### src/rtl/rlwe_instr_loader_if.sv
`default_nettype none
// +----------------------------------------------------------------------------+
// | Module      : rlwe_instr_loader_if                                          |
// | Description : Host descriptor, source-memory read and FIFO push signals     |
// |               of the RLWE instruction loader, with loader/environment views.|
// | Revision    : 1.0 - initial release                                         |
// +----------------------------------------------------------------------------+
interface rlwe_instr_loader_if #(
    parameter int WIDTH     = 32,
    parameter int AWIDTH    = 32,
    parameter int MAX_WORDS = 262144,
    parameter int CNT_WIDTH = $clog2(MAX_WORDS + 1)
);
    // Host descriptor and status
    logic                 start;
    logic [AWIDTH-1:0]    base_addr;
    logic [CNT_WIDTH-1:0] word_cnt;
    logic                 busy;
    logic                 done;
    logic                 err;
    // Source memory read port
    logic                 mem_req;
    logic                 mem_req_ack;
    logic [AWIDTH-1:0]    mem_addr;
    logic [WIDTH-1:0]     mem_rdata;
    logic [1:0]           mem_resp;
    // Instruction FIFO write side
    logic                 full;
    logic                 almost_full;
    logic                 enqueue_en;
    logic [WIDTH-1:0]     value_i;
    logic [WIDTH-1:0]     checksum;

    modport master (
        input  start, base_addr, word_cnt,
        input  mem_req_ack, mem_rdata, mem_resp,
        input  full, almost_full,
        output busy, done, err,
        output mem_req, mem_addr,
        output enqueue_en, value_i, checksum
    );

    modport slave (
        output start, base_addr, word_cnt,
        output mem_req_ack, mem_rdata, mem_resp,
        output full, almost_full,
        input  busy, done, err,
        input  mem_req, mem_addr,
        input  enqueue_en, value_i, checksum
    );
endinterface
`default_nettype wire

### src/rtl/rlwe_instr_loader.sv
`default_nettype none
// +----------------------------------------------------------------------------+
// | Module      : rlwe_instr_loader                                             |
// | Description : Fetches a block of program words from source memory and       |
// |               pushes them in address order into the RLWE instruction FIFO.  |
// |               Optional running checksum: define RLWE_LOADER_CHECKSUM_EN.    |
// | Revision    : 1.0 - initial release                                         |
// +----------------------------------------------------------------------------+
module rlwe_instr_loader #(
    parameter int WIDTH     = 32,
    parameter int AWIDTH    = 32,
    parameter int MAX_WORDS = 262144,
    parameter int CNT_WIDTH = $clog2(MAX_WORDS + 1)
) (
    input  wire logic               clk,
    input  wire logic               rst_n,
    rlwe_instr_loader_if.master     bus
);

    localparam logic [1:0] RESP_IDLE   = 2'b00;
    localparam logic [1:0] RESP_RDY_OK = 2'b01;
    localparam logic [1:0] RESP_RDY_ER = 2'b10;

    typedef enum logic [2:0] {
        S_IDLE      = 3'd0,
        S_REQ       = 3'd1,
        S_WAIT_RESP = 3'd2,
        S_PUSH      = 3'd3,
        S_FINISH    = 3'd4
    } state_e;

    state_e               state_q;
    logic                 busy_q;
    logic                 done_q;
    logic                 err_q;
    logic                 mem_req_q;
    logic [AWIDTH-1:0]    addr_q;
    logic [CNT_WIDTH-1:0] remaining_q;
    logic [WIDTH-1:0]     value_q;
    logic                 room_w;
    logic                 enq_w;

    // A request is only raised when the FIFO can absorb the word it returns.
    assign room_w = !bus.almost_full && !bus.full;
    assign enq_w  = (state_q == S_PUSH) && !bus.full;

    always_ff @(posedge clk or negedge rst_n) begin
        if (!rst_n) begin
            state_q     <= S_IDLE;
            busy_q      <= 1'b0;
            done_q      <= 1'b0;
            err_q       <= 1'b0;
            mem_req_q   <= 1'b0;
            addr_q      <= '0;
            remaining_q <= '0;
            value_q     <= '0;
        end else begin
            done_q <= 1'b0;
            case (state_q)
                S_IDLE: begin
                    if (bus.start) begin
                        err_q  <= 1'b0;
                        busy_q <= 1'b1;
                        if (bus.base_addr[1:0] != 2'b00) begin
                            err_q   <= 1'b1;
                            done_q  <= 1'b1;
                            state_q <= S_FINISH;
                        end else if (bus.word_cnt == '0) begin
                            done_q  <= 1'b1;
                            state_q <= S_FINISH;
                        end else begin
                            addr_q      <= bus.base_addr;
                            remaining_q <= bus.word_cnt;
                            mem_req_q   <= room_w;
                            state_q     <= S_REQ;
                        end
                    end
                end
                S_REQ: begin
                    // Once raised, the request holds until the memory takes it.
                    if (mem_req_q) begin
                        if (bus.mem_req_ack) begin
                            mem_req_q <= 1'b0;
                            state_q   <= S_WAIT_RESP;
                        end
                    end else begin
                        mem_req_q <= room_w;
                    end
                end
                S_WAIT_RESP: begin
                    case (bus.mem_resp)
                        RESP_RDY_OK: begin
                            value_q <= bus.mem_rdata;
                            state_q <= S_PUSH;
                        end
                        RESP_RDY_ER: begin
                            err_q   <= 1'b1;
                            done_q  <= 1'b1;
                            state_q <= S_FINISH;
                        end
                        RESP_IDLE: state_q <= S_WAIT_RESP;
                        default:   state_q <= S_WAIT_RESP;
                    endcase
                end
                S_PUSH: begin
                    if (enq_w) begin
                        addr_q      <= addr_q + AWIDTH'(4);
                        remaining_q <= remaining_q - CNT_WIDTH'(1);
                        if (remaining_q == CNT_WIDTH'(1)) begin
                            done_q  <= 1'b1;
                            state_q <= S_FINISH;
                        end else begin
                            mem_req_q <= room_w;
                            state_q   <= S_REQ;
                        end
                    end
                end
                S_FINISH: begin
                    busy_q  <= 1'b0;
                    state_q <= S_IDLE;
                end
                default: begin
                    busy_q    <= 1'b0;
                    mem_req_q <= 1'b0;
                    state_q   <= S_IDLE;
                end
            endcase
        end
    end

`ifdef RLWE_LOADER_CHECKSUM_EN
    logic [WIDTH-1:0] checksum_q;
    logic [WIDTH-1:0] checksum_d;

    assign checksum_d = checksum_q + value_q;

    always_ff @(posedge clk or negedge rst_n) begin
        if (!rst_n) begin
            checksum_q <= '0;
        end else if ((state_q == S_IDLE) && bus.start) begin
            checksum_q <= '0;
        end else if (enq_w) begin
            checksum_q <= checksum_d;
        end
    end

    assign bus.checksum = checksum_q;
`else
    assign bus.checksum = '0;
`endif

    assign bus.busy       = busy_q;
    assign bus.done       = done_q;
    assign bus.err        = err_q;
    assign bus.mem_req    = mem_req_q;
    assign bus.mem_addr   = addr_q;
    assign bus.enqueue_en = enq_w;
    assign bus.value_i    = value_q;

endmodule
`default_nettype wire

### src/flat_wrapper.sv
// flat-port wrapper written by rule: the top's interface ports become plain ports
module rlwe_instr_loader_flat 
#(
    parameter int WIDTH     = 32,
    parameter int AWIDTH    = 32,
    parameter int MAX_WORDS = 262144,
    parameter int CNT_WIDTH = $clog2(MAX_WORDS + 1)
)
  (clk, rst_n, bus_start, bus_base_addr, bus_word_cnt, bus_mem_req_ack, bus_mem_rdata, bus_mem_resp, bus_full, bus_almost_full, bus_busy, bus_done, bus_err, bus_mem_req, bus_mem_addr, bus_enqueue_en, bus_value_i, bus_checksum);
  rlwe_instr_loader_if #(.WIDTH(WIDTH), .AWIDTH(AWIDTH), .MAX_WORDS(MAX_WORDS), .CNT_WIDTH(CNT_WIDTH)) bus_i ();
  input  wire logic clk;
  input  wire logic rst_n;
  input wire logic [$bits(bus_i.start)-1:0] bus_start;
  input wire logic [$bits(bus_i.base_addr)-1:0] bus_base_addr;
  input wire logic [$bits(bus_i.word_cnt)-1:0] bus_word_cnt;
  input wire logic [$bits(bus_i.mem_req_ack)-1:0] bus_mem_req_ack;
  input wire logic [$bits(bus_i.mem_rdata)-1:0] bus_mem_rdata;
  input wire logic [$bits(bus_i.mem_resp)-1:0] bus_mem_resp;
  input wire logic [$bits(bus_i.full)-1:0] bus_full;
  input wire logic [$bits(bus_i.almost_full)-1:0] bus_almost_full;
  output wire logic [$bits(bus_i.busy)-1:0] bus_busy;
  output wire logic [$bits(bus_i.done)-1:0] bus_done;
  output wire logic [$bits(bus_i.err)-1:0] bus_err;
  output wire logic [$bits(bus_i.mem_req)-1:0] bus_mem_req;
  output wire logic [$bits(bus_i.mem_addr)-1:0] bus_mem_addr;
  output wire logic [$bits(bus_i.enqueue_en)-1:0] bus_enqueue_en;
  output wire logic [$bits(bus_i.value_i)-1:0] bus_value_i;
  output wire logic [$bits(bus_i.checksum)-1:0] bus_checksum;
  assign bus_i.start = bus_start;
  assign bus_i.base_addr = bus_base_addr;
  assign bus_i.word_cnt = bus_word_cnt;
  assign bus_i.mem_req_ack = bus_mem_req_ack;
  assign bus_i.mem_rdata = bus_mem_rdata;
  assign bus_i.mem_resp = bus_mem_resp;
  assign bus_i.full = bus_full;
  assign bus_i.almost_full = bus_almost_full;
  assign bus_busy = bus_i.busy;
  assign bus_done = bus_i.done;
  assign bus_err = bus_i.err;
  assign bus_mem_req = bus_i.mem_req;
  assign bus_mem_addr = bus_i.mem_addr;
  assign bus_enqueue_en = bus_i.enqueue_en;
  assign bus_value_i = bus_i.value_i;
  assign bus_checksum = bus_i.checksum;
  rlwe_instr_loader #(.WIDTH(WIDTH), .AWIDTH(AWIDTH), .MAX_WORDS(MAX_WORDS), .CNT_WIDTH(CNT_WIDTH)) u_core (.clk(clk), .rst_n(rst_n), .bus(bus_i));
endmodule
### config.mk
export PLATFORM = sky130hd
export DESIGN_NAME = rlwe_instr_loader_flat
export DESIGN_NICKNAME = d
export VERILOG_FILES = /design/src/rtl/rlwe_instr_loader_if.sv /design/src/rtl/rlwe_instr_loader.sv /design/src/flat_wrapper.sv
export SDC_FILE = /design/constraint.sdc
export NUM_CORES = 1
export LEC_CHECK = 0
export BUFFER_PORTS_ARGS = -buffer_cell sky130_fd_sc_hd__buf_2
export CORE_AREA = 2 2 118 120
export DETAILED_ROUTE_END_ITERATION = 10
export DIE_AREA = 0 0 120 122
export GPL_TIMING_DRIVEN = 0
export PLACE_DENSITY = 0.68
export RECOVER_POWER = 100
export SLEW_MARGIN = 20
export SYNTH_ARGS = -nofsm -noshare
export SYNTH_HDL_FRONTEND = slang
export SYNTH_SLANG_ARGS = --single-unit
### constraint.sdc
create_clock -name clk -period 2.1 [get_ports clk]
set_input_delay 0.105 -clock clk [delete_from_list [all_inputs] [get_ports clk]]
set_output_delay 0.105 -clock clk [all_outputs]
set_load 0.05 [all_outputs]
# After elaboration in Yosys (flattened, before gate mapping)
# Index checks and enable logic that the tools add are counted.
dict set report word_totals {
  wordCells 84
  memories 0
  ram_bits 0
  romBits 0
  reg_bits 90
  latchBits 0
  input_bits 91
}
dict set report op_classes {
  n_shift 0
  bitwise_logic 2
  muxes 40
  n_reduce_logical 17
  mul 0
  order_cmp 0
  add_sub_neg 2
  n_eq_ne 15
  div_mod_pow 0
}
# op count
set ops {}
lappend ops {{32-bit 2-to-1 mux} 4}
lappend ops {{19-bit 2-to-1 mux} 4}
lappend ops {{32-bit one-hot mux with 2 select lines} 1}
lappend ops {{19-bit one-hot mux with 2 select lines} 1}
lappend ops {{32-bit by 3-bit adder with 32-bit output, second input constant} 1}
lappend ops {{3-bit 2-to-1 mux} 7}
lappend ops {{19-bit by 1-bit == test with 1-bit output, second input constant} 1}
lappend ops {{19-bit zero test} 1}
lappend ops {{19-bit by 1-bit subtractor with 19-bit output, second input constant} 1}
lappend ops {{1-bit 2-to-1 mux} 17}
lappend ops {{2-bit != test, second input constant} 6}
lappend ops {{3-bit one-hot mux with 4 select lines} 1}
lappend ops {{3-bit by 2-bit == test with 1-bit output, second input constant} 2}
lappend ops {{3-bit one-hot mux with 2 select lines} 1}
lappend ops {{6-bit AND reduction} 1}
lappend ops {{2-bit nonzero test} 3}
lappend ops {{5-bit AND reduction} 1}
lappend ops {{2-bit by 1-bit != test with 1-bit output, second input constant} 2}
lappend ops {{1-bit one-hot mux with 2 select lines} 2}
lappend ops {{1-bit one-hot mux with 4 select lines} 1}
lappend ops {{2-bit AND reduction} 2}
lappend ops {{4-bit AND reduction} 1}
lappend ops {{3-bit by 1-bit == test with 1-bit output, second input constant} 1}
lappend ops {{3-bit == test, second input constant} 1}
lappend ops {{10 further kinds} 13}

# Depth between registers and ports, before layout
# Gate-level depths: netlist (run 1).
dict set report depth {
  depth_word 6
  ltp_mapped 8
}

# Worst setup path after synthesis (run 1)
# No wires, ideal clock.
dict set report synth_path {
  path_kind {flip-flop to flip-flop}
  from {register u_core.addr_q[2] (netlist: u_core.bus.mem_addr[2])}
  to {register u_core.addr_q[26] (netlist: u_core.bus.mem_addr[26])}
  arrival_ns 2.266
  setup_slack_ns -0.288
  stages_incl_launch_ff 8
  setup_time_ns 0.122
  period_less_slack_ns 2.388
  n_path_buf 1
  cell_sequence {dfrtp_1 -> ha_1 -> and3_1 -> nor3b_1 -> clkbuf_1 -> nand4_1 -> o22a_1 -> o22a_1}
}
dict set report synth_via {
  elab_chain_len 3
}
# element line
set synth_rtl {}
lappend synth_rtl {{start: declaration} rlwe_instr_loader.sv:37} ;# logic [AWIDTH-1:0] addr_q;
lappend synth_rtl {{start signal: assignment} rlwe_instr_loader.sv:72} ;# addr_q <= bus.base_addr;
lappend synth_rtl {{start signal: assignment} rlwe_instr_loader.sv:107} ;# addr_q <= addr_q + AWIDTH'(4);
lappend synth_rtl {{32-bit by 3-bit adder with 32-bit output} rlwe_instr_loader.sv:107}
lappend synth_rtl {{32-bit 2-to-1 mux} rlwe_instr_loader.sv:106} ;# if (enq_w) begin
lappend synth_rtl {{32-bit one-hot mux with 2 select lines} rlwe_instr_loader.sv:59} ;# case (state_q)
# Every way passes these cells. The select of a mux whose other input is x is not followed.
# A chain may end at the register's enable or synchronous reset.

# Worst setup path in the final report (run 1)
dict set report layout_path {
  from {register u_core.remaining_q[10]}
  to {register u_core.remaining_q[16]}
}
dict set report layout_via {
  elab_chain_len 3
}
# element line
set layout_rtl {}
lappend layout_rtl {{start: declaration} rlwe_instr_loader.sv:38} ;# logic [CNT_WIDTH-1:0] remaining_q;
lappend layout_rtl {{start signal: assignment} rlwe_instr_loader.sv:73} ;# remaining_q <= bus.word_cnt;
lappend layout_rtl {{start signal: assignment} rlwe_instr_loader.sv:108} ;# remaining_q <= remaining_q - CNT_WIDTH'(1);
lappend layout_rtl {{19-bit by 1-bit subtractor with 19-bit output} rlwe_instr_loader.sv:108}
lappend layout_rtl {{19-bit 2-to-1 mux} rlwe_instr_loader.sv:106}
lappend layout_rtl {{19-bit one-hot mux with 2 select lines} rlwe_instr_loader.sv:59}
# Every way passes these cells. The select of a mux whose other input is x is not followed.

==> results.sh, run 1 <==
export IMPL_worst_slew_pin_transition_ns=0.830
export IMPL_synth_area_per_cell_um2=8.44
export IMPL_drc=0
export IMPL_num_rows=43
export IMPL_totalWireLength_um=18000
export IMPL_cp_data_arrival_time_ns=2.46
export IMPL_finalWorstSetupSlack_ns=-0.133
export IMPL_setup_violations=14
export IMPL_multi_input_comb_area_um2=2670
export IMPL_vias_in_the_first_global_route=5231
export IMPL_detail_route_first_pass_iterations=7
export IMPL_setup_tns_ns=-0.674
export IMPL_max_clock_freq_mhz=448
export IMPL_vias=5644
export IMPL_power_sequential_fraction=0.318
export IMPL_critPathCaptureType="flip-flop"
export IMPL_combinational_fraction_of_design_power=0.523
export IMPL_postSynth_topFlopCell="sky130_fd_sc_hd__dfrtp_1"
export IMPL_critical_path_top_delay_family="simple AND/OR/NAND/NOR gates"
export IMPL_grt_pass1_wl_um=27400
export IMPL_cts_max_level=3
export IMPL_number_of_vias_per_cell=5.38
export IMPL_numPortBuffers=159
export IMPL_grt_overflow_total=0
export IMPL_maxCapViolCount=0
export IMPL_synth_area_um2=5200
export IMPL_outcome="finished with violations"
export IMPL_timing_critical_path_buf_inv=1
export IMPL_detail_route_wl_per_cell_um=17.1
export IMPL_power_switching_w=0.00542
export IMPL_netlist_instances=617
export IMPL_clockPowerShare=0.159
export IMPL_worst_hold_path_type="in -> reg"
export IMPL_dpl_worst_slack_ns=-0.687
export IMPL_fin_hold_ws_ns=0.0282
export IMPL_cp_slowest_stage_delay_ns=0.54
export IMPL_ys_ff_latch=90
export IMPL_clkSinkCount=90
export IMPL_grt_setup_unrepaired="yes"
export IMPL_fp_dieArea_um2=14600
export IMPL_drive_gt1_frac=0.326
export IMPL_fin_nets=958
export IMPL_cts_root_buf="sky130_fd_sc_hd__clkbuf_16"
export IMPL_cp_start_kind="flip-flop"
export IMPL_postLayoutCellArea_um2=7260
export IMPL_final_report_max_slew_violation_count=0
export IMPL_die_width_um=120
export IMPL_worst_skew_pair_late_latency_ns=0.35
export IMPL_detailed_place_hpwl_um=12500
export IMPL_clock_skew_final_ns=0.00858
export IMPL_violations="setup timing"
export IMPL_clk_path_buf_depth=2
export IMPL_gp_congestion=0.849
export IMPL_async_reset_ff_frac=1.00
export IMPL_post_synthesis_sequential_area_ratio=0.433
export IMPL_synthesis_warnings=0
export IMPL_cp_cell_sequence="or4_1 -> buf_6 -> or4_4 -> nor2_1 -> a31oi_1 -> o22a_1"
export IMPL_initial_core_util=0.385
export IMPL_power_leakage_nw=3.56
export IMPL_post_route_period_util=1.06
export IMPL_grt_antenna_before_repair=1
export IMPL_cpMaxStageDelayCell="sky130_fd_sc_hd__or4_4"
export IMPL_synth_enable_flop_cells=0
export IMPL_clock_slew_at_the_register_clock_pins_of_the_worst_setup_and_hold_paths_ns=0.07
export IMPL_regArea_um2=2260
export IMPL_cts_tree="built"
export IMPL_power_share_switching=0.514
export IMPL_yosys_cell_types_count=55
export IMPL_worstSetupPathType="reg -> reg"
export IMPL_fin_util=0.538
export IMPL_initialDrtViolationCount=481
export IMPL_placed_area_um2=6390
export IMPL_design_portCount=192
export IMPL_worst_path_max_fanout=6
export IMPL_grt_start_max_net_pins=61
export IMPL_coreArea_um2=13500
export IMPL_flow_area_growth_from_synthesis_pct=39.6
export IMPL_p_per_area_nw_per_um2=1450
export IMPL_groute_usage_overall=0.240
export IMPL_drtAntennaViolNets=0
export IMPL_final_min_clock_period_ns=2.23
export IMPL_fill_cells=1285
export IMPL_floorplan_die_height_um=122
export IMPL_timing_max_slew_rel_slack=0.446
export IMPL_intPower_w=0.00512
export IMPL_tritoncts_num_buffers=9
export IMPL_critPathRequiredTime_ns=2.33
export IMPL_number_of_hold_violations_in_the_final_report=0
export IMPL_power_ir_vdd_worst_uv=793
-- worst min-delay path: stages --
cell and delay [ns]:
sky130_fd_sc_hd__buf_2 0.10, sky130_fd_sc_hd__nand2_1 0.05, sky130_fd_sc_hd__a31oi_1 0.08
-- registers in the layout (all words and copies together) (netlist names) --
name / cells
u_core.bus.mem_req: 1
u_core.remaining_q: 19
u_core.bus.busy: 1
u_core.bus.value_i: 32
u_core.state_q: 3
u_core.bus.mem_addr: 32
u_core.bus.err: 1
u_core.bus.done: 1
-- kinds of logic after synthesis --
| family | Yosys count | share of synthesized area |
|---|---|---|
| AO/OA/AOI/OAI | 176 | 0.235 |
| other | 1 | 0.000720 |
| flip-flops | 90 | 0.433 |
| adder cells (fa/ha/maj) | 3 | 0.00721 |
| AND/OR/NAND/NOR | 254 | 0.232 |
| buffers and inverters | 93 | 0.0923 |
-- final timing paths --
check | cells past startpoint | startpoint | slack, ns | end
min in group asynchronous | 2 | rst_n | 0.38 | u_core.remaining_q[10]$_DFFE_PN0P_
max in group asynchronous | 3 | rst_n | 0.27 | u_core.bus.mem_addr[11]$_DFFE_PN0P_
hold reg to reg | 2 | u_core.bus.value_i[8]$_DFFE_PN0P_ | 0.47 | u_core.bus.value_i[8]$_DFFE_PN0P_
setup reg to reg | 6 | u_core.remaining_q[10]$_DFFE_PN0P_ | -0.13 | u_core.remaining_q[16]$_DFFE_PN0P_
setup / recovery | 6 | u_core.remaining_q[10]$_DFFE_PN0P_ | -0.13 | u_core.remaining_q[16]$_DFFE_PN0P_
hold / removal | 3 | bus_base_addr[3] | 0.03 | u_core.bus.mem_addr[3]$_DFFE_PN0P_
-- metal layers --
layer | global-route usage | part of all wire | vias up
met5 | 0 | 0 | -
li1 | - | - | 2677
met1 | 0.326 | 0.42 | 2667
met3 | 0.0304 | 0.065 | 37
met2 | 0.388 | 0.48 | 263
met4 | 0.101 | 0.029 | 0
-- cells in the final DEF, fill, tap and decap left out, types with 9 or more instances in the layout --
cell type / synthesis / layout
sky130_fd_sc_hd__inv_1: 15 / 14
sky130_fd_sc_hd__o22ai_1: 22 / 22
sky130_fd_sc_hd__clkbuf_16: 0 / 9
sky130_fd_sc_hd__a21oi_1: 36 / 35
sky130_fd_sc_hd__and3_1: 10 / 10
sky130_fd_sc_hd__dlygate4sd3_1: 0 / 33
sky130_fd_sc_hd__dfrtp_1: 90 / 82
sky130_fd_sc_hd__clkbuf_1: 36 / 11
sky130_fd_sc_hd__clkbuf_4: 0 / 11
sky130_fd_sc_hd__conb_1: 1 / 32
sky130_fd_sc_hd__buf_2: 9 / 161
sky130_fd_sc_hd__buf_4: 32 / 49
sky130_fd_sc_hd__a31oi_1: 18 / 18
sky130_fd_sc_hd__o21ai_0: 25 / 25
sky130_fd_sc_hd__clkbuf_2: 0 / 16
sky130_fd_sc_hd__nand2_1: 129 / 128
sky130_fd_sc_hd__o22a_1: 13 / 13
sky130_fd_sc_hd__nor3_1: 21 / 18
sky130_fd_sc_hd__nor2_1: 29 / 29
sky130_fd_sc_hd__nor4_1: 11 / 9
sky130_fd_sc_hd__nand3_1: 16 / 16
-- Yosys cell counts (3+ instances only) --
| master | n | area [um^2] |
|---|---|---|
| sky130_fd_sc_hd__o2bb2ai_1 | 8 | 70.1 |
| sky130_fd_sc_hd__dfrtp_1 | 90 | 2250 |
| sky130_fd_sc_hd__o31a_1 | 4 | 35.0 |
| sky130_fd_sc_hd__ha_1 | 3 | 37.5 |
| sky130_fd_sc_hd__a211oi_1 | 3 | 22.5 |
| sky130_fd_sc_hd__nand2b_1 | 5 | 31.3 |
| sky130_fd_sc_hd__and4_1 | 5 | 43.8 |
| sky130_fd_sc_hd__o22a_1 | 13 | 114 |
| sky130_fd_sc_hd__a2bb2oi_1 | 8 | 70.1 |
| sky130_fd_sc_hd__nor4_1 | 11 | 68.8 |
| sky130_fd_sc_hd__and3_1 | 10 | 62.6 |
| sky130_fd_sc_hd__o211ai_1 | 7 | 52.6 |
| sky130_fd_sc_hd__a22oi_1 | 6 | 45.0 |
| sky130_fd_sc_hd__nand4_1 | 6 | 37.5 |
| sky130_fd_sc_hd__a22o_1 | 3 | 26.3 |
| sky130_fd_sc_hd__a31oi_1 | 18 | 113 |
| sky130_fd_sc_hd__inv_1 | 15 | 56.3 |
| sky130_fd_sc_hd__nand3_1 | 16 | 80.1 |
| sky130_fd_sc_hd__buf_4 | 32 | 240 |
| sky130_fd_sc_hd__nand2_1 | 129 | 484 |
| sky130_fd_sc_hd__a41oi_1 | 5 | 43.8 |
| sky130_fd_sc_hd__nor3_1 | 21 | 105 |
| sky130_fd_sc_hd__and2_1 | 6 | 37.5 |
| sky130_fd_sc_hd__o21ai_0 | 25 | 125 |
| sky130_fd_sc_hd__clkbuf_1 | 36 | 135 |
| sky130_fd_sc_hd__o2bb2a_1 | 6 | 60.1 |
| sky130_fd_sc_hd__o22ai_1 | 22 | 138 |
| sky130_fd_sc_hd__buf_2 | 9 | 45.0 |
| sky130_fd_sc_hd__nor2_1 | 29 | 109 |
| sky130_fd_sc_hd__a21oi_1 | 36 | 180 |
-- per-stage QoR --
stage,power [W],instances
floorplan,0.00712,648
global placement,0.00847,987
detailed placement,0.00854,988
CTS,0.0104,1044
global route,0.0111,1050
finish,0.0105,1050
-- cell type report --
type                    count  area share
multi-input cells         465       0.368
flip-flops and latches     90       0.311
repair buffers            209       0.175
plain buffers              73      0.0642
clock buffers              12      0.0353
well taps                 180      0.0310
inverters                  16     0.00827
clock inverters             4     0.00689
diodes                      1    0.000344
-- power by group through the flow --
stage          Sequential [W]  Combinational, W  Clock, W
2_1_floorplan         0.00525           0.00187         0
3_3_place_gp          0.00330           0.00517         0
3_5_place_dp          0.00332           0.00522         0
4_1_cts               0.00332           0.00541   0.00170
5_1_grt               0.00344           0.00586   0.00179
6_report              0.00335           0.00551   0.00168
-- what timing repair did --
item	CTS	global route
hold endpoints to repair	62	0
buffers inserted	8	8
setup endpoints to repair	86	86
gates cloned	0	0
hold buffers	33	0
pin swaps	11	6
resized for setup	40	17
(Power assumes the default switching activity.)
==> run 2, diff against run 1 <==
Clock period 2.1 ns to 1.8 ns, I/O delays scaled along.
==> results.sh, run 2 (same netlist as run 1, synthesis figures left out) <==
export IMPL_placed_cells=988
export IMPL_multi_input_comb_area_um2=3330
export IMPL_cts_tree="built"
export IMPL_worstRegToRegCells=5
export IMPL_ff2ff_setup_slack_ns=-0.40
export IMPL_grt_overflow_total=0
export IMPL_detail_route_wl_per_cell_um=20.5
export IMPL_intPower_w=0.00661
export IMPL_totalWireLength_um=23000
export IMPL_die_width_um=120
export IMPL_power_switching_w=0.00725
export IMPL_fill_cells=1098
export IMPL_violations="setup timing"
export IMPL_power_leakage_nw=4.07
export IMPL_power_sequential_fraction=0.288
export IMPL_flow_area_growth_from_synthesis_pct=69.1
export IMPL_regArea_um2=2280
export IMPL_finalWorstSetupSlack_ns=-0.401
export IMPL_hold_path_depth=4
export IMPL_cp_data_arrival_time_ns=2.43
export IMPL_final_min_clock_period_ns=2.20
export IMPL_detail_route_first_pass_iterations=5
export IMPL_final_cell_mix="92 x sky130_fd_sc_hd__buf_4, 90 x sky130_fd_sc_hd__buf_2, 74 x sky130_fd_sc_hd__nand2_1"
export IMPL_post_route_period_util=1.22
export IMPL_num_rows=43
export IMPL_fin_nets=1028
export IMPL_clkSinkCount=90
export IMPL_grt_start_max_net_pins=49
export IMPL_finalNonFillerCells=1119
export IMPL_clockPowerShare=0.138
export IMPL_worstSetupPathType="reg -> reg"
export IMPL_setup_violations=62
export IMPL_gp_congestion=0.896
export IMPL_drive_gt1_frac=0.473
export IMPL_drtAntennaViolNets=0
export IMPL_diode_insertion_count_for_antenna_repair=0
export IMPL_tritoncts_num_buffers=9
export IMPL_critPathCaptureType="flip-flop"
export IMPL_clk_path_buf_depth=2
export IMPL_numPortBuffers=159
export IMPL_power_ir_vdd_worst_uv=1190
export IMPL_grt_antenna_before_repair=0
export IMPL_clock_skew_final_ns=0.0127
export IMPL_maxCapViolCount=0
export IMPL_layout_cells_most_common="sky130_fd_sc_hd__buf_4"
export IMPL_rr_endpoint="u_core.remaining_q[16]$_DFFE_PN0P_"
export IMPL_vias_in_the_first_global_route=5813
export IMPL_detailed_place_hpwl_um=12700
export IMPL_drc=0
export IMPL_dpl_worst_slack_ns=-0.680
export IMPL_max_clock_freq_mhz=454
export IMPL_final_report_max_slew_violation_count=0
export IMPL_clock_slew_at_the_register_clock_pins_of_the_worst_setup_and_hold_paths_ns=0.07
export IMPL_cts_root_buf="sky130_fd_sc_hd__clkbuf_16"
export IMPL_combinational_fraction_of_design_power=0.574
export IMPL_worst_skew_pair_late_latency_ns=0.36
export IMPL_groute_usage_overall=0.268
export IMPL_number_of_hold_violations_in_the_final_report=0
export IMPL_worst_slew_pin_transition_ns=1.23
export IMPL_vias=6417
export IMPL_timing_max_slew_rel_slack=0.183
export IMPL_worst_hold_path_type="in -> reg"
export IMPL_power_share_switching=0.523
export IMPL_initial_core_util=0.385
export IMPL_worstSetupStartpoint="u_core.remaining_q[6]$_DFFE_PN0P_"
export IMPL_floorplan_die_height_um=122
export IMPL_holdPathEnd="u_core.bus.mem_req$_DFFE_PN0P_"
export IMPL_design_portCount=192
export IMPL_worstReg2RegStart="u_core.remaining_q[6]$_DFFE_PN0P_"
export IMPL_outcome="finished with violations"
export IMPL_critPathRequiredTime_ns=2.03
export IMPL_fp_dieArea_um2=14600
export IMPL_initialDrtViolationCount=714
export IMPL_timing_hold_worst_start="bus_almost_full"
export IMPL_coreArea_um2=13500
export IMPL_cts_max_level=3
export IMPL_worst_path_max_fanout=4
export IMPL_cp_start_kind="flip-flop"
export IMPL_grt_setup_unrepaired="yes"
export IMPL_p_per_area_nw_per_um2=1570
export IMPL_grt_pass1_wl_um=30500
export IMPL_number_of_vias_per_cell=5.73
-- run 2: changes by cell type in the layout (fill, tap and decap cells not counted), sizes merged --
cell / change
inv: +3
clkbuf: +60
clkinv: +1
diode: -1
buf: +7
clkinvlp: -1
dlygate4sd3: +1
bufinv: -1
-- run 2: metal layers --
metal	wire length, um	vias up	part of all wire	GRT usage
met5	0	-	0	0
met4	1090	0	0.047	0.146
met3	2010	91	0.088	0.0529
met2	11100	461	0.48	0.440
met1	8790	3045	0.38	0.334
li1	-	2820	-	-
-- run 2: layout make-up --
| type | count | area share |
|---|---|---|
| flip-flops and latches | 90 | 0.259 |
| repair buffers | 281 | 0.214 |
| well taps | 180 | 0.0256 |
| inverters | 16 | 0.00853 |
| clock buffers | 10 | 0.0271 |
| plain buffers | 71 | 0.0812 |
| multi-input cells | 465 | 0.379 |
| clock inverters | 6 | 0.00611 |
-- run 2: power groups by stage --
stage | Sequential (W) | Clock [W] | Combinational, W
after floorplan | 0.00618 | 0 | 0.00232
after global placement | 0.00389 | 0 | 0.00617
after detailed placement | 0.00391 | 0 | 0.00623
after CTS | 0.00383 | 0.00193 | 0.00718
after global routing | 0.00410 | 0.00202 | 0.00833
final | 0.00399 | 0.00192 | 0.00795
-- run 2: metrics by stage --
step                      hold slack (ns)   util  TNS (ns)  total power (W)  area [um^2]
after floorplan                    -0.206      -     -3.74          0.00850         5550
after global placement              0.286  0.487    -59.21           0.0101         6580
after detailed placement           0.0585  0.489    -31.90           0.0101         6610
after CTS                          0.0258  0.597     -6.69           0.0129         8060
after global routing               0.0462  0.652    -18.90           0.0144         8800
final                              0.0447  0.652    -12.87           0.0139         8800
-- run 2: worst max path at each step --
stage,depth (start not counted),endpoint
after floorplan,6,u_core.bus.mem_req$_DFFE_PN0P_
after global placement,6,u_core.bus.mem_addr[6]$_DFFE_PN0P_
after detailed placement,6,u_core.bus.mem_addr[6]$_DFFE_PN0P_
after CTS,6,u_core.remaining_q[18]$_DFFE_PN0P_
after global routing,5,u_core.remaining_q[16]$_DFFE_PN0P_
final,5,u_core.remaining_q[16]$_DFFE_PN0P_
-- run 2: critical path: stages (launching register included) --
cell and delay (ns):
sky130_fd_sc_hd__dfrtp_1 0.42, sky130_fd_sc_hd__or4_4 0.56, sky130_fd_sc_hd__or4_4 0.56, sky130_fd_sc_hd__nor2_1 0.19, sky130_fd_sc_hd__a31oi_1 0.12, sky130_fd_sc_hd__o22a_1 0.23
-- run 2: what timing repair did --
| action | CTS | global route |
|---|---|---|
| setup buffers | 45 | 31 |
| endpoints found under the hold margin | 80 | 0 |
| resized for setup | 125 | 179 |
| endpoints found under the setup margin | 86 | 86 |
| pin swaps | 22 | 101 |
| gates cloned | 10 | 2 |
| hold buffers | 34 | 0 |
==> run 3, diff against run 2 <==
Settings changed: SETUP_SLACK_MARGIN from default to 0.5.
Clock period 1.8 ns to 1.98 ns, I/O delays scaled along.
==> results.sh, run 3 (same netlist as run 1, synthesis figures left out) <==
export IMPL_tritoncts_num_buffers=9
export IMPL_design_portCount=192
export IMPL_groute_usage_overall=0.302
export IMPL_initial_core_util=0.385
export IMPL_maxCapViolCount=0
export IMPL_worst_skew_pair_late_latency_ns=0.36
export IMPL_drive_gt1_frac=0.533
export IMPL_drtAntennaViolNets=0
export IMPL_diode_insertion_count_for_antenna_repair=0
export IMPL_final_min_clock_period_ns=2.42
export IMPL_dpl_worst_slack_ns=-0.456
export IMPL_detailed_place_hpwl_um=12600
export IMPL_clkSinkCount=90
export IMPL_outcome="finished with violations"
export IMPL_layout_cells_most_common="sky130_fd_sc_hd__buf_2"
export IMPL_clockPowerShare=0.122
export IMPL_coreArea_um2=13500
export IMPL_fin_nets=1044
export IMPL_grt_antenna_before_repair=1
export IMPL_clock_slew_at_the_register_clock_pins_of_the_worst_setup_and_hold_paths_ns=0.07
export IMPL_worst_path_max_fanout=6
export IMPL_setup_violations=70
export IMPL_cts_tree="built"
export IMPL_die_width_um=120
export IMPL_vias_in_the_first_global_route=6444
export IMPL_flow_area_growth_from_synthesis_pct=89.2
export IMPL_num_rows=43
export IMPL_final_report_max_slew_violation_count=0
export IMPL_gp_congestion=0.865
export IMPL_power_leakage_nw=4.37
export IMPL_clock_skew_final_ns=0.00606
export IMPL_combinational_fraction_of_design_power=0.598
export IMPL_power_ir_vdd_worst_uv=881
export IMPL_cp_data_arrival_time_ns=2.71
export IMPL_power_switching_w=0.00701
export IMPL_worst_hold_path_type="in -> reg"
export IMPL_grt_start_max_net_pins=65
export IMPL_grt_overflow_total=0
export IMPL_detail_route_wl_per_cell_um=22.8
export IMPL_worstSetupPathType="reg -> reg"
export IMPL_clk_path_buf_depth=2
export IMPL_post_route_period_util=1.22
export IMPL_fin_util=0.729
export IMPL_worst_slew_pin_transition_ns=1.43
export IMPL_setup_tns_ns=-5.15
export IMPL_p_per_area_nw_per_um2=1380
export IMPL_totalWireLength_um=25900
export IMPL_timing_max_slew_rel_slack=0.0457
export IMPL_violations="setup timing"
export IMPL_power_sequential_fraction=0.280
export IMPL_critPathRequiredTime_ns=2.28
export IMPL_intPower_w=0.00657
export IMPL_grt_pass1_wl_um=34200
export IMPL_number_of_vias_per_cell=6.04
export IMPL_number_of_hold_violations_in_the_final_report=0
export IMPL_cts_root_buf="sky130_fd_sc_hd__clkbuf_16"
export IMPL_power_share_switching=0.516
export IMPL_final_cell_mix="91 x sky130_fd_sc_hd__buf_2, 74 x sky130_fd_sc_hd__buf_4, 72 x sky130_fd_sc_hd__clkbuf_1"
export IMPL_max_clock_freq_mhz=413
export IMPL_initialDrtViolationCount=755
export IMPL_detail_route_first_pass_iterations=7
export IMPL_grt_setup_unrepaired="yes"
export IMPL_numPortBuffers=159
export IMPL_fin_hold_ws_ns=0.0102
export IMPL_post_layout_total_power_w=0.0136
export IMPL_floorplan_die_height_um=122
export IMPL_vias=6854
export IMPL_finalWorstSetupSlack_ns=-0.439
export IMPL_drc=0
export IMPL_cts_max_level=3
export IMPL_critPathCaptureType="flip-flop"
export IMPL_fp_dieArea_um2=14600
export IMPL_cp_start_kind="flip-flop"
[run 3: cell types whose count changed in the layout (fill, tap and decap cells not counted), moves of 6 or more]
cell	before	now
sky130_fd_sc_hd__a21oi_4	1	7
sky130_fd_sc_hd__clkbuf_16	14	32
sky130_fd_sc_hd__nand2_4	15	26
sky130_fd_sc_hd__a21oi_1	20	11
sky130_fd_sc_hd__nand2_2	40	51
sky130_fd_sc_hd__nor3_1	13	7
sky130_fd_sc_hd__buf_4	92	74
sky130_fd_sc_hd__buf_6	21	33
sky130_fd_sc_hd__clkbuf_2	10	3
sky130_fd_sc_hd__nand2_1	74	52
[run 3: area by class of cell]
cell class,instances,area (um^2)
Timing Repair Buffer,291,2220
Tap cell,180,225
Clock buffer,13,250
Multi-Input combinational cell,465,3790
Sequential cell,90,2280
Inverter,16,88.8
Buffer,77,976
Clock inverter,3,15.0
Fill cell,906,3660
[run 3: what timing repair did]
action | 4_1_cts | 5_1_grt
buffers inserted | 62 | 14
setup endpoints to repair | 88 | 89
hold buffers | 34 | 0
endpoints found under the hold margin | 123 | 0
gates resized for setup | 202 | 164
cloned | 17 | 4
pin swaps | 101 | 69
[run 3: metrics by stage]
| step | std cells | instance area (um^2) |
|---|---|---|
| 2_1_floorplan | 648 | 5770 |
| 3_3_place_gp | 987 | 6790 |
| 3_5_place_dp | 988 | 6820 |
| 4_1_cts | 1117 | 9070 |
| 5_1_grt | 1135 | 9850 |
| 6_report | 1135 | 9850 |
[run 3: power by group through the flow]
stage / registers [W] / logic (W) / clock network (W)
floorplan: 0.00564 / 0.00226 / 0
global route: 0.00389 / 0.00844 / 0.00174
finish: 0.00380 / 0.00812 / 0.00166
global placement: 0.00355 / 0.00576 / 0
CTS: 0.00357 / 0.00729 / 0.00164
detailed placement: 0.00356 / 0.00582 / 0
[run 3: worst paths after layout]
kind / from / end / slack, ns / cells past startpoint
worst min-delay path: bus_base_addr[7] / u_core.bus.mem_addr[7]$_DFFE_PN0P_ / 0.01 / 3
worst min register to register: u_core.bus.value_i[26]$_DFFE_PN0P_ / u_core.bus.value_i[26]$_DFFE_PN0P_ / 0.48 / 2
worst max-delay path: u_core.remaining_q[0]$_DFFE_PN0P_ / u_core.remaining_q[14]$_DFFE_PN0P_ / -0.44 / 7
min in group asynchronous: rst_n / u_core.bus.value_i[29]$_DFFE_PN0P_ / 0.77 / 2
worst max register to register: u_core.remaining_q[0]$_DFFE_PN0P_ / u_core.remaining_q[14]$_DFFE_PN0P_ / -0.44 / 7
max in group asynchronous: rst_n / u_core.bus.mem_addr[21]$_DFFE_PN0P_ / 0.22 / 3
[run 3: worst max-delay path: stages (launching register included)]
cell and delay, ns:
sky130_fd_sc_hd__dfrtp_1 0.45, sky130_fd_sc_hd__inv_2 0.13, sky130_fd_sc_hd__ha_4 0.19, sky130_fd_sc_hd__or4b_4 0.56
sky130_fd_sc_hd__nor4_1 0.45, sky130_fd_sc_hd__nor2_1 0.15, sky130_fd_sc_hd__a21oi_1 0.23, sky130_fd_sc_hd__o22a_1 0.20
[run 3: metal layers]
layer | up-vias | GRT usage | part of all wire
met5 | - | 0 | 0.00039
met4 | 2 | 0.155 | 0.070
met1 | 3215 | 0.364 | 0.36
li1 | 2861 | - | -
met2 | 599 | 0.510 | 0.47
met3 | 177 | 0.0646 | 0.10
